$ cat src/rtl/synaptic_weight_updater.sv
// synaptic_weight_updater: buffers signed weight deltas in a small FIFO and
// applies them to a local weight memory through a serialized read-modify-write
// FSM with clamping to [W_MIN, W_MAX]. A registered read port serves weights.
module synaptic_weight_updater #(
    parameter int WEIGHT_W   = 16,
    parameter int NSYN       = 16,
    parameter int ADDR_W     = $clog2(NSYN),
    parameter int FIFO_DEPTH = 4,
    parameter logic signed [WEIGHT_W-1:0] W_MIN  = '0,
    parameter logic signed [WEIGHT_W-1:0] W_MAX  = WEIGHT_W'(1023),
    parameter logic signed [WEIGHT_W-1:0] W_INIT = WEIGHT_W'(256)
) (
    input  logic                clk,
    input  logic                rst,
    input  logic                clk_en,
    input  logic                dw_valid_i,
    output logic                dw_ready_o,
    input  logic [WEIGHT_W-1:0] dw_i,
    input  logic [ADDR_W-1:0]   dw_addr_i,
    input  logic [ADDR_W-1:0]   rd_addr_i,
    output logic [WEIGHT_W-1:0] rd_data_o,
    output logic                upd_done_o,
    output logic [ADDR_W-1:0]   upd_addr_o,
    output logic                sat_o,
    output logic                busy_o
);

    localparam int PTR_W = $clog2(FIFO_DEPTH);
    localparam int CNT_W = PTR_W + 1;

    typedef enum logic [2:0] {INIT, IDLE, RD, CALC, WR} state_t;

    state_t                      state_q;
    logic [ADDR_W-1:0]           initAddr_q;

    logic [ADDR_W-1:0]           fifoAddr_q [FIFO_DEPTH];
    logic [WEIGHT_W-1:0]         fifoDw_q   [FIFO_DEPTH];
    logic [PTR_W-1:0]            wrPtr_q;
    logic [PTR_W-1:0]            rdPtr_q;
    logic [CNT_W-1:0]            count_q;

    logic [ADDR_W-1:0]           curAddr_q;
    logic [WEIGHT_W-1:0]         curDw_q;
    logic [WEIGHT_W-1:0]         weight_q;
    logic [WEIGHT_W-1:0]         result_q;
    logic                        resultSat_q;

    logic [WEIGHT_W-1:0]         mem [NSYN];
    logic [WEIGHT_W-1:0]         rdData_q;
    logic                        updDone_q;
    logic [ADDR_W-1:0]           updAddr_q;
    logic                        sat_q;

    logic                        fifoFull;
    logic                        fifoEmpty;
    logic                        dwReady;
    logic                        push;
    logic                        pop;

    logic signed [WEIGHT_W:0]    sum;
    logic signed [WEIGHT_W:0]    maxExt;
    logic signed [WEIGHT_W:0]    minExt;
    logic [WEIGHT_W-1:0]         result_d;
    logic                        sat_d;

    logic                        memWe;
    logic [ADDR_W-1:0]           memAddr;
    logic [WEIGHT_W-1:0]         memData;

    assign fifoFull  = (count_q == CNT_W'(FIFO_DEPTH));
    assign fifoEmpty = (count_q == '0);
    // A full FIFO refuses input even if a pop frees a slot on the same edge.
    assign dwReady   = !fifoFull && (state_q != INIT);
    // Zero deltas are accepted for flow control but never change a weight.
    assign push      = clk_en && dw_valid_i && dwReady && (dw_i != '0);
    assign pop       = clk_en && (state_q == IDLE) && !fifoEmpty;

    assign dw_ready_o = dwReady;
    assign busy_o     = (state_q != IDLE) || !fifoEmpty;
    assign rd_data_o  = rdData_q;
    assign upd_done_o = updDone_q;
    assign upd_addr_o = updAddr_q;
    assign sat_o      = sat_q;

    // Delta request FIFO: circular buffer with an occupancy counter.
    always_ff @(posedge clk) begin
        if (rst) begin
            wrPtr_q <= '0;
            rdPtr_q <= '0;
            count_q <= '0;
        end else begin
            if (push) begin
                fifoAddr_q[wrPtr_q] <= dw_addr_i;
                fifoDw_q[wrPtr_q]   <= dw_i;
                wrPtr_q             <= wrPtr_q + 1'b1;
            end
            if (pop) begin
                rdPtr_q <= rdPtr_q + 1'b1;
            end
            count_q <= count_q + CNT_W'(push) - CNT_W'(pop);
        end
    end

    // Widen by one bit so the add cannot wrap, then clamp into the weight range.
    always_comb begin
        sum      = {weight_q[WEIGHT_W-1], weight_q} + {curDw_q[WEIGHT_W-1], curDw_q};
        maxExt   = {W_MAX[WEIGHT_W-1], W_MAX};
        minExt   = {W_MIN[WEIGHT_W-1], W_MIN};
        result_d = sum[WEIGHT_W-1:0];
        sat_d    = 1'b0;
        if (sum > maxExt) begin
            result_d = W_MAX;
            sat_d    = 1'b1;
        end else if (sum < minExt) begin
            result_d = W_MIN;
            sat_d    = 1'b1;
        end
    end

    // Init sweep and serialized read-modify-write sequencing with registered status outputs.
    always_ff @(posedge clk) begin
        if (rst) begin
            state_q     <= INIT;
            initAddr_q  <= '0;
            curAddr_q   <= '0;
            curDw_q     <= '0;
            weight_q    <= '0;
            result_q    <= '0;
            resultSat_q <= 1'b0;
            updDone_q   <= 1'b0;
            updAddr_q   <= '0;
            sat_q       <= 1'b0;
        end else if (clk_en) begin
            updDone_q <= 1'b0;
            case (state_q)
                INIT: begin
                    initAddr_q <= initAddr_q + 1'b1;
                    if (initAddr_q == ADDR_W'(NSYN - 1)) begin
                        state_q <= IDLE;
                    end
                end
                IDLE: begin
                    if (!fifoEmpty) begin
                        curAddr_q <= fifoAddr_q[rdPtr_q];
                        curDw_q   <= fifoDw_q[rdPtr_q];
                        state_q   <= RD;
                    end
                end
                RD: begin
                    weight_q <= mem[curAddr_q];
                    state_q  <= CALC;
                end
                CALC: begin
                    result_q    <= result_d;
                    resultSat_q <= sat_d;
                    state_q     <= WR;
                end
                WR: begin
                    updDone_q <= 1'b1;
                    updAddr_q <= curAddr_q;
                    sat_q     <= resultSat_q;
                    state_q   <= IDLE;
                end
                default: state_q <= INIT;
            endcase
        end
    end

    // The memory has one write port shared by the init sweep and the WR step.
    assign memWe   = clk_en && !rst && ((state_q == INIT) || (state_q == WR));
    assign memAddr = (state_q == INIT) ? initAddr_q : curAddr_q;
    assign memData = (state_q == INIT) ? W_INIT : result_q;

    // Weight memory write port.
    always_ff @(posedge clk) begin
        if (memWe) begin
            mem[memAddr] <= memData;
        end
    end

    // Registered read port; a same-edge write to the same address returns the old value.
    always_ff @(posedge clk) begin
        if (rst) begin
            rdData_q <= '0;
        end else if (clk_en) begin
            rdData_q <= mem[rd_addr_i];
        end
    end

endmodule

$ cat config.mk
export PLATFORM = sky130hd
export DESIGN_NAME = synaptic_weight_updater
export DESIGN_NICKNAME = d
export VERILOG_FILES = /design/src/rtl/synaptic_weight_updater.sv
export SDC_FILE = /design/constraint.sdc
export NUM_CORES = 1
export LEC_CHECK = 0
export CAP_MARGIN = 10
export CORE_MARGIN = 2
export CORE_UTILIZATION = 33
export CTS_BUF_LIST = sky130_fd_sc_hd__clkbuf_2 sky130_fd_sc_hd__clkbuf_4 sky130_fd_sc_hd__clkbuf_8
export DETAILED_ROUTE_END_ITERATION = 8
export GPL_TIMING_DRIVEN = 0
export SLEW_MARGIN = 20
export SYNTH_ARGS = -nofsm -noshare
export SYNTH_HDL_FRONTEND = slang
export SYNTH_SLANG_ARGS = --single-unit
$ cat constraint.sdc
create_clock -name clk -period 3.3 [get_ports clk]
set_input_delay 0.66 -clock clk [delete_from_list [all_inputs] [get_ports clk]]
set_output_delay 0.66 -clock clk [all_outputs]
set_load 0.1 [all_outputs]
==> Yosys cells after proc, flatten, opt, wreduce, memory -nomap -nowiden <==
Memories as Yosys holds them, arrays and structs flattened. A register that Yosys moved wholly into a read port is not among the register bits.
Cells that the tools add are included.
{ "word_totals": {"word_cells": 69, "mem_bits_rw": 336, "input_bits": 28, "mem_count": 3, "out_inout_bits": 24, "ff_bits": 37} }
{ "classes": {"n_mux": 15, "eq_ne": 9, "n_addsub": 6, "bitwise": 1, "magnitude_cmp": 2, "n_reduce_logical": 23} }
{ "mem_list": {"columns": ["memory", "words", "word_bits", "read_ports", "rd_ports_with_merged_regs", "wr", "line", "source"], "rows": [
  ["mem", 16, 16, 2, 2, 1, "48", "logic [WEIGHT_W-1:0] mem [NSYN];"],
  ["fifoDw_q", 4, 16, 1, 1, 1, "37", "logic [WEIGHT_W-1:0] fifoDw_q [FIFO_DEPTH];"],
  ["fifoAddr_q", 4, 4, 1, 1, 1, "36", "logic [ADDR_W-1:0] fifoAddr_q [FIFO_DEPTH];"]
]} }
{ "ops": {"columns": ["operator", "n"], "rows": [
  ["$mux W16", 3],
  ["$add A16 B16 Y17", 1],
  ["$gt A17 B11 Y1 const B", 1],
  ["$lt A17 B1 Y1 const B", 1],
  ["$reduce_bool A16 Y1", 1],
  ["$pmux W3 S5", 1],
  ["$logic_and A1 B1 Y1", 8],
  ["$mux W1", 8],
  ["$reduce_and A2 Y1", 4],
  ["$eq A3 B2 Y1 const B", 2],
  ["$eq A3 B3 Y1 const B", 2],
  ["$logic_not A3 Y1", 2],
  ["$mux W3", 2],
  ["$reduce_and A3 Y1", 2],
  ["$add A2 B1 Y2 const B", 2],
  ["$add A4 B1 Y4 const B", 1],
  ["$eq A4 B4 Y1 const B", 1],
  ["$mux W4", 1],
  ["$ne A2 B2 Y1 const B", 2],
  ["$add A3 B1 Y3", 1],
  ["$eq A3 B1 Y1 const B", 1],
  ["$logic_not A1 Y1", 3],
  ["$ne A3 B1 Y1 const B", 1],
  ["$reduce_bool A3 Y1", 1],
  ["3 further kinds", 4]
]} }

==> Longest topological paths before layout <==
Gate-level depths: netlist of the first run.
{ "depth": {"word_depth": 8, "mapped_depth": 13, "ltp_nobuf": 12} }

==> Worst setup path before layout of the first run <==
Ideal clock, no wire load.
{ "synth_timing": {"kind": "register to register", "start": "reg state_q[1]", "end": "reg count_q[2]", "slack_ps": -826, "arrival_time_ps": 3998, "path_stages_with_launch": 13, "synth_period_minus_slack_ps": 4126, "path_cell_list": "dfxtp_1 > clkbuf_1 > nor3_1 > a21oi_1 > nand4_1 > ha_1 > inv_1 > ha_1 > inv_1 > fa_1 > xor2_1 > xnor2_1 > nor2_1"} }
{ "synth_via": {"elab_chain_cells": 6, "word_cells_on_any_way": 9, "classes_between": "add/sub: 2; eq/ne: 1; reduce/logical: 6"} }
{ "synth_lines": {"columns": ["element", "line", "source"], "rows": [
  ["start, declared", "33", "state_t state_q;"],
  ["start signal, assigned", "123", "state_q <= INIT;"],
  ["start signal, assigned", "139", "state_q <= IDLE;"],
  ["start signal, assigned", "146", "state_q <= RD;"],
  ["$reduce_bool A3 Y1", "73", "assign dwReady = !fifoFull && (state_q != INIT);"],
  ["$logic_and A1 B1 Y1", "73", null],
  ["via dw_ready_o", "17", "output logic dw_ready_o,"],
  ["$logic_and A1 B1 Y1 (2 in series)", "75", "assign push = clk_en && dw_valid_i && dwReady && (dw_i != '0);"],
  ["$add A3 B1 Y3", "100", "count_q <= count_q + CNT_W'(push) - CNT_W'(pop);"],
  ["$sub A3 B1 Y3", "100", null],
  ["end signal, assigned", "100", null],
  ["end, declared", "40", "logic [CNT_W-1:0] count_q;"]
]} }
The timed path passes the listed nets, and every way through them passes these cells.
A chain may end at the register's enable or synchronous reset.

==> Worst setup path in the final report of the first run <==
{ "layout_timing": {"start": "reg weight_q[0], read port of mem", "end": "reg result_q[3]"} }
{ "layout_via": {"elab_chain_cells": 4, "word_cells_on_any_way": 5, "classes_between": "add/sub: 1; order compare: 2; mux: 2"} }
{ "layout_lines": {"columns": ["element", "line", "source"], "rows": [
  ["start, declared", "44", "logic [WEIGHT_W-1:0] weight_q;"],
  ["$add A16 B16 Y17 *", "106", "sum = {weight_q[WEIGHT_W-1], weight_q} + {curDw_q[WEIGHT_W-1], curDw_q};"],
  ["$lt A17 B1 Y1", "114", "end else if (sum < minExt) begin"],
  ["$mux W16", "114", null],
  ["$mux W16 *", "111", "if (sum > maxExt) begin"],
  ["end signal, assigned", "154", "result_q <= result_d;"],
  ["end, declared", "45", "logic [WEIGHT_W-1:0] result_q;"]
]} }
Mark *: on every way between the ends. The rest lies on a longest branch, timed or not.

==> out/qor.txt, run 1 <==
Max Fclk: 0.330 GHz
Final period util: 0.918
Initial Util: 0.335
Power Internal: 8.42 mW
CTS Sinks: 425
I/O Buffers: 47
area of the multi-input gates: 0.00684 sq mm
Crit Path Max Fanout: 8
WS Path Type: flop to flop
drt drc: 0
pre-CTS setup slack: -0.480 ns
Inserted Clock Buffers: 71
Worst-path clk slew: 0.06 ns
worst path cell trace: ha_1 > inv_1 > fa_1 > nand2b_1 > a21oi_2 > o41ai_1 > mux2i_1 > o311ai_2 > o21ai_4 > o211ai_1
combinational power share: 0.046
gr usage total: 0.173
Area Growth Syn to Fin: 16.8%
layout cells sized above 1: 0.281
first-pass GRT wire length: 74800 um
dpl hpwl: 33800 um
initial antenna violation count: 1
Die Area: 0.0594 sq mm
Synth area leader: edfxtp_1
Root Buffer Master: clkbuf_8
CTS tree: yes
maximum VDD drop: 238 uV
outcome: complete, no violations
post-route non-filler standard cell count: 2065
slowest stage delay, CP: 0.63 ns
vias in the first global route: 11600
post-route ant nets: 0
routed metal-1 wire length: 21800 um
final setup vio count: 0
cell count after synthesis: 1124
RePlAce Congestion: 0.788
average cell area after synthesis: 16.9 sq um
largest family of logic cells by synthesized area: multiplexers
synth warn: 0
Adder-Cell Fraction of Synth Area: 0.0173
Seq/Total Area, Yosys: 0.626
Routed met3 length: 3860 um
Slew HR: 0.241
CP endpoint kind: flop
min-delay src: result_q[9]$_SDFFE_PP0P_
switching share of power: 0.228
Seq cells post-synth: 425
CP Launch Point: weight_q[0]$_SDFFE_PP0P_
Synthesized Nets: 1177
Final Max Slew Viols: 0
wire length on met2: 23900 um
Vias/cell: 5.37
Power Dens Cells: 493 mW/mm^2
Leak: 6.57 nW
Synth Area in Compound Gates: 0.0396
worst setup margin: 0.271 ns
drt wl/cell: 24.6 um
register area: 0.0119 sq mm
multiplexer share of the synthesized area: 0.227
arrival time worst endpoint: 3.52 ns
RSZ-0062 raised after global routing: false
Fin Clk Skew: 0.0350 ns
I/O pin cnt: 52
DR pass1 iterations: 5
P_sw: 2.49 mW
highest-delay cell along the critical path: o41ai_1
total power: 10.9 mW
Via Count: 11100
top cells by area, synth: edfxtp_1, mux4_2, dfxtp_1
reg2reg start: weight_q[0]$_SDFFE_PP0P_
crit start category: flop
Reg power frac: 0.530
EDFF count, synth: 336
post-synth cell types: 58
Iteration-0 DRC Markers: 962
Filler cells: 5233
clock group share of total power: 0.424
die extent in y: 244 um
highest metal used: met4
Hold Crit Class: flop to flop
Nets: 1307
pin count of the biggest net entering global routing: 21
final WL: 50900 um
FFs w/ async S/R, synth: 0
row count: 87
cell with the most instances after synthesis: edfxtp_1
Placed Cells incl. Taps: 1938
maxcap violations: 0
core box area: 0.0566 sq mm
top-area cell type share of the netlist area: 0.532
Top FF cell, synth: edfxtp_1
WP data required: 3.79 ns
GRT overflow: 0
Tmin final: 3.03 ns
Max clock buf depth: 3
commonest cells in the netlist: edfxtp_1, mux4_2, nand2_1, dfxtp_1, nor2_1
Post-Synth Simple-Gate Area: 0.0630
hold_ws: 0.456 ns
# H-tree levels: 3
die width: 244 um
Synth Area in XOR/XNOR: 0.00693
Clk Latency, worst-skew pair: 0.63 ns
Hold Fails Final Rpt: 0
cell area after synthesis: 0.0190 sq mm
R2R Setup Slk: 0.27 ns
slew at the pin closest to its max-slew limit: 1.14 ns
Setup Fix Bufs, Post-CTS: 0
==> sequential cells by signal (all words and copies together), names as in the netlist, 2 cells and up <==
register and count:
count_q 3, curAddr_q 4, curDw_q 16, fifoAddr_q 16, fifoDw_q 64, initAddr_q 4
mem 256, rdPtr_q 2, rd_data_o 16, result_q 16, state_q 3, upd_addr_o 4
weight_q 16, wrPtr_q 2
==> worst paths after layout <==
| kind | end | cells after the start |
|---|---|---|
| worst min-delay path | result_q[9]$_SDFFE_PP0P_ | 2 |
| worst min register to register | result_q[9]$_SDFFE_PP0P_ | 2 |
| worst max register to register | result_q[3]$_SDFFE_PP0P_ | 10 |
| worst max-delay path | result_q[3]$_SDFFE_PP0P_ | 10 |
==> final cells by class <==
cell class,instances,area share
buffer,70,0.0147
antenna,1,0.000113
clock buffer,107,0.0580
multi-input combinational,614,0.309
sequential,425,0.536
clock inverter,20,0.00435
inverter,14,0.00237
tap,756,0.0427
timing repair buffer,58,0.0323
==> worst max-delay path, delay by kind of cell (launching register included) <==
kind	cells	cell delay (ns)
DFF	1	0.34
and+or+nand+nor	1	0.17
AOI/OAI and AO/OA	5	1.48
muxes	1	0.37
buffers and inverters	1	0.09
adders and majority gates	2	0.42
==> cell families after synthesis <==
kind of cell             count (synthesis)
XOR/XNOR                                15
flip-flops                             425
AO/OA/AOI/OAI                          117
multiplexers                           205
adder cells (fa/ha/maj)                 25
AND/OR/NAND/NOR                        252
buffers and inverters                   85
==> placed cells by master (no fill, tap or decap), types with 8 or more instances in the layout <==
cell type / instances
buf_2: 16
nand2b_1: 10
a21o_1: 8
xnor2_1: 10
mux4_2: 180
nor2_4: 16
clkbuf_1: 33
nand2_1: 95
dfxtp_1: 89
buf_1: 12
inv_1: 14
mux2i_1: 25
clkbuf_8: 77
clkbuf_4: 30
edfxtp_1: 336
clkinv_1: 10
ha_1: 23
clkdlybuf4s50_1: 45
a31oi_1: 8
and2_1: 24
nor2_1: 47
nor3_1: 14
a21oi_1: 54
==> power groups by stage <==
stage	Clock (mW)	Combinational, mW	Sequential, mW
final	4.62	0.501	5.79
after global routing	4.94	0.525	5.79
after CTS	4.71	0.505	5.78
after detailed placement	0	0.504	5.90
after global placement	0	0.491	5.90
after floorplan	0	0.205	6.00
==> stage by stage <==
stage | cell area, sq um | util | TNS [ns]
2_1_floorplan | 19000 | - | 0
3_3_place_gp | 20400 | 0.360 | -277.75
3_5_place_dp | 20800 | 0.367 | -23.09
4_1_cts | 22100 | 0.391 | 0
5_1_grt | 22100 | 0.391 | 0
6_report | 22100 | 0.391 | 0
==> repair_timing <==
action	CTS	global route
resized for setup	1	3
hold buffers	0	0
setup endpoints to repair	1	3
==> routing by layer <==
layer | global-route usage | up-vias
li1 | - | 4781
met1 | 0.233 | 5799
met2 | 0.273 | 421
met3 | 0.0391 | 81
met4 | 0.0651 | 0
met5 | 0 | -
(Power assumes the default switching activity.)
==> inputs of run 2 (changes only) <==
Settings changed: ABC_AREA set to 0.
==> results of run 2 <==
Final layout, timing and power as in run 1 (identical DEF).
==> inputs of run 3 (changes only) <==
Settings changed: ABC_AREA 0 to not set.
==> results of run 3 <==
Final layout, timing and power as in run 1 (identical DEF).
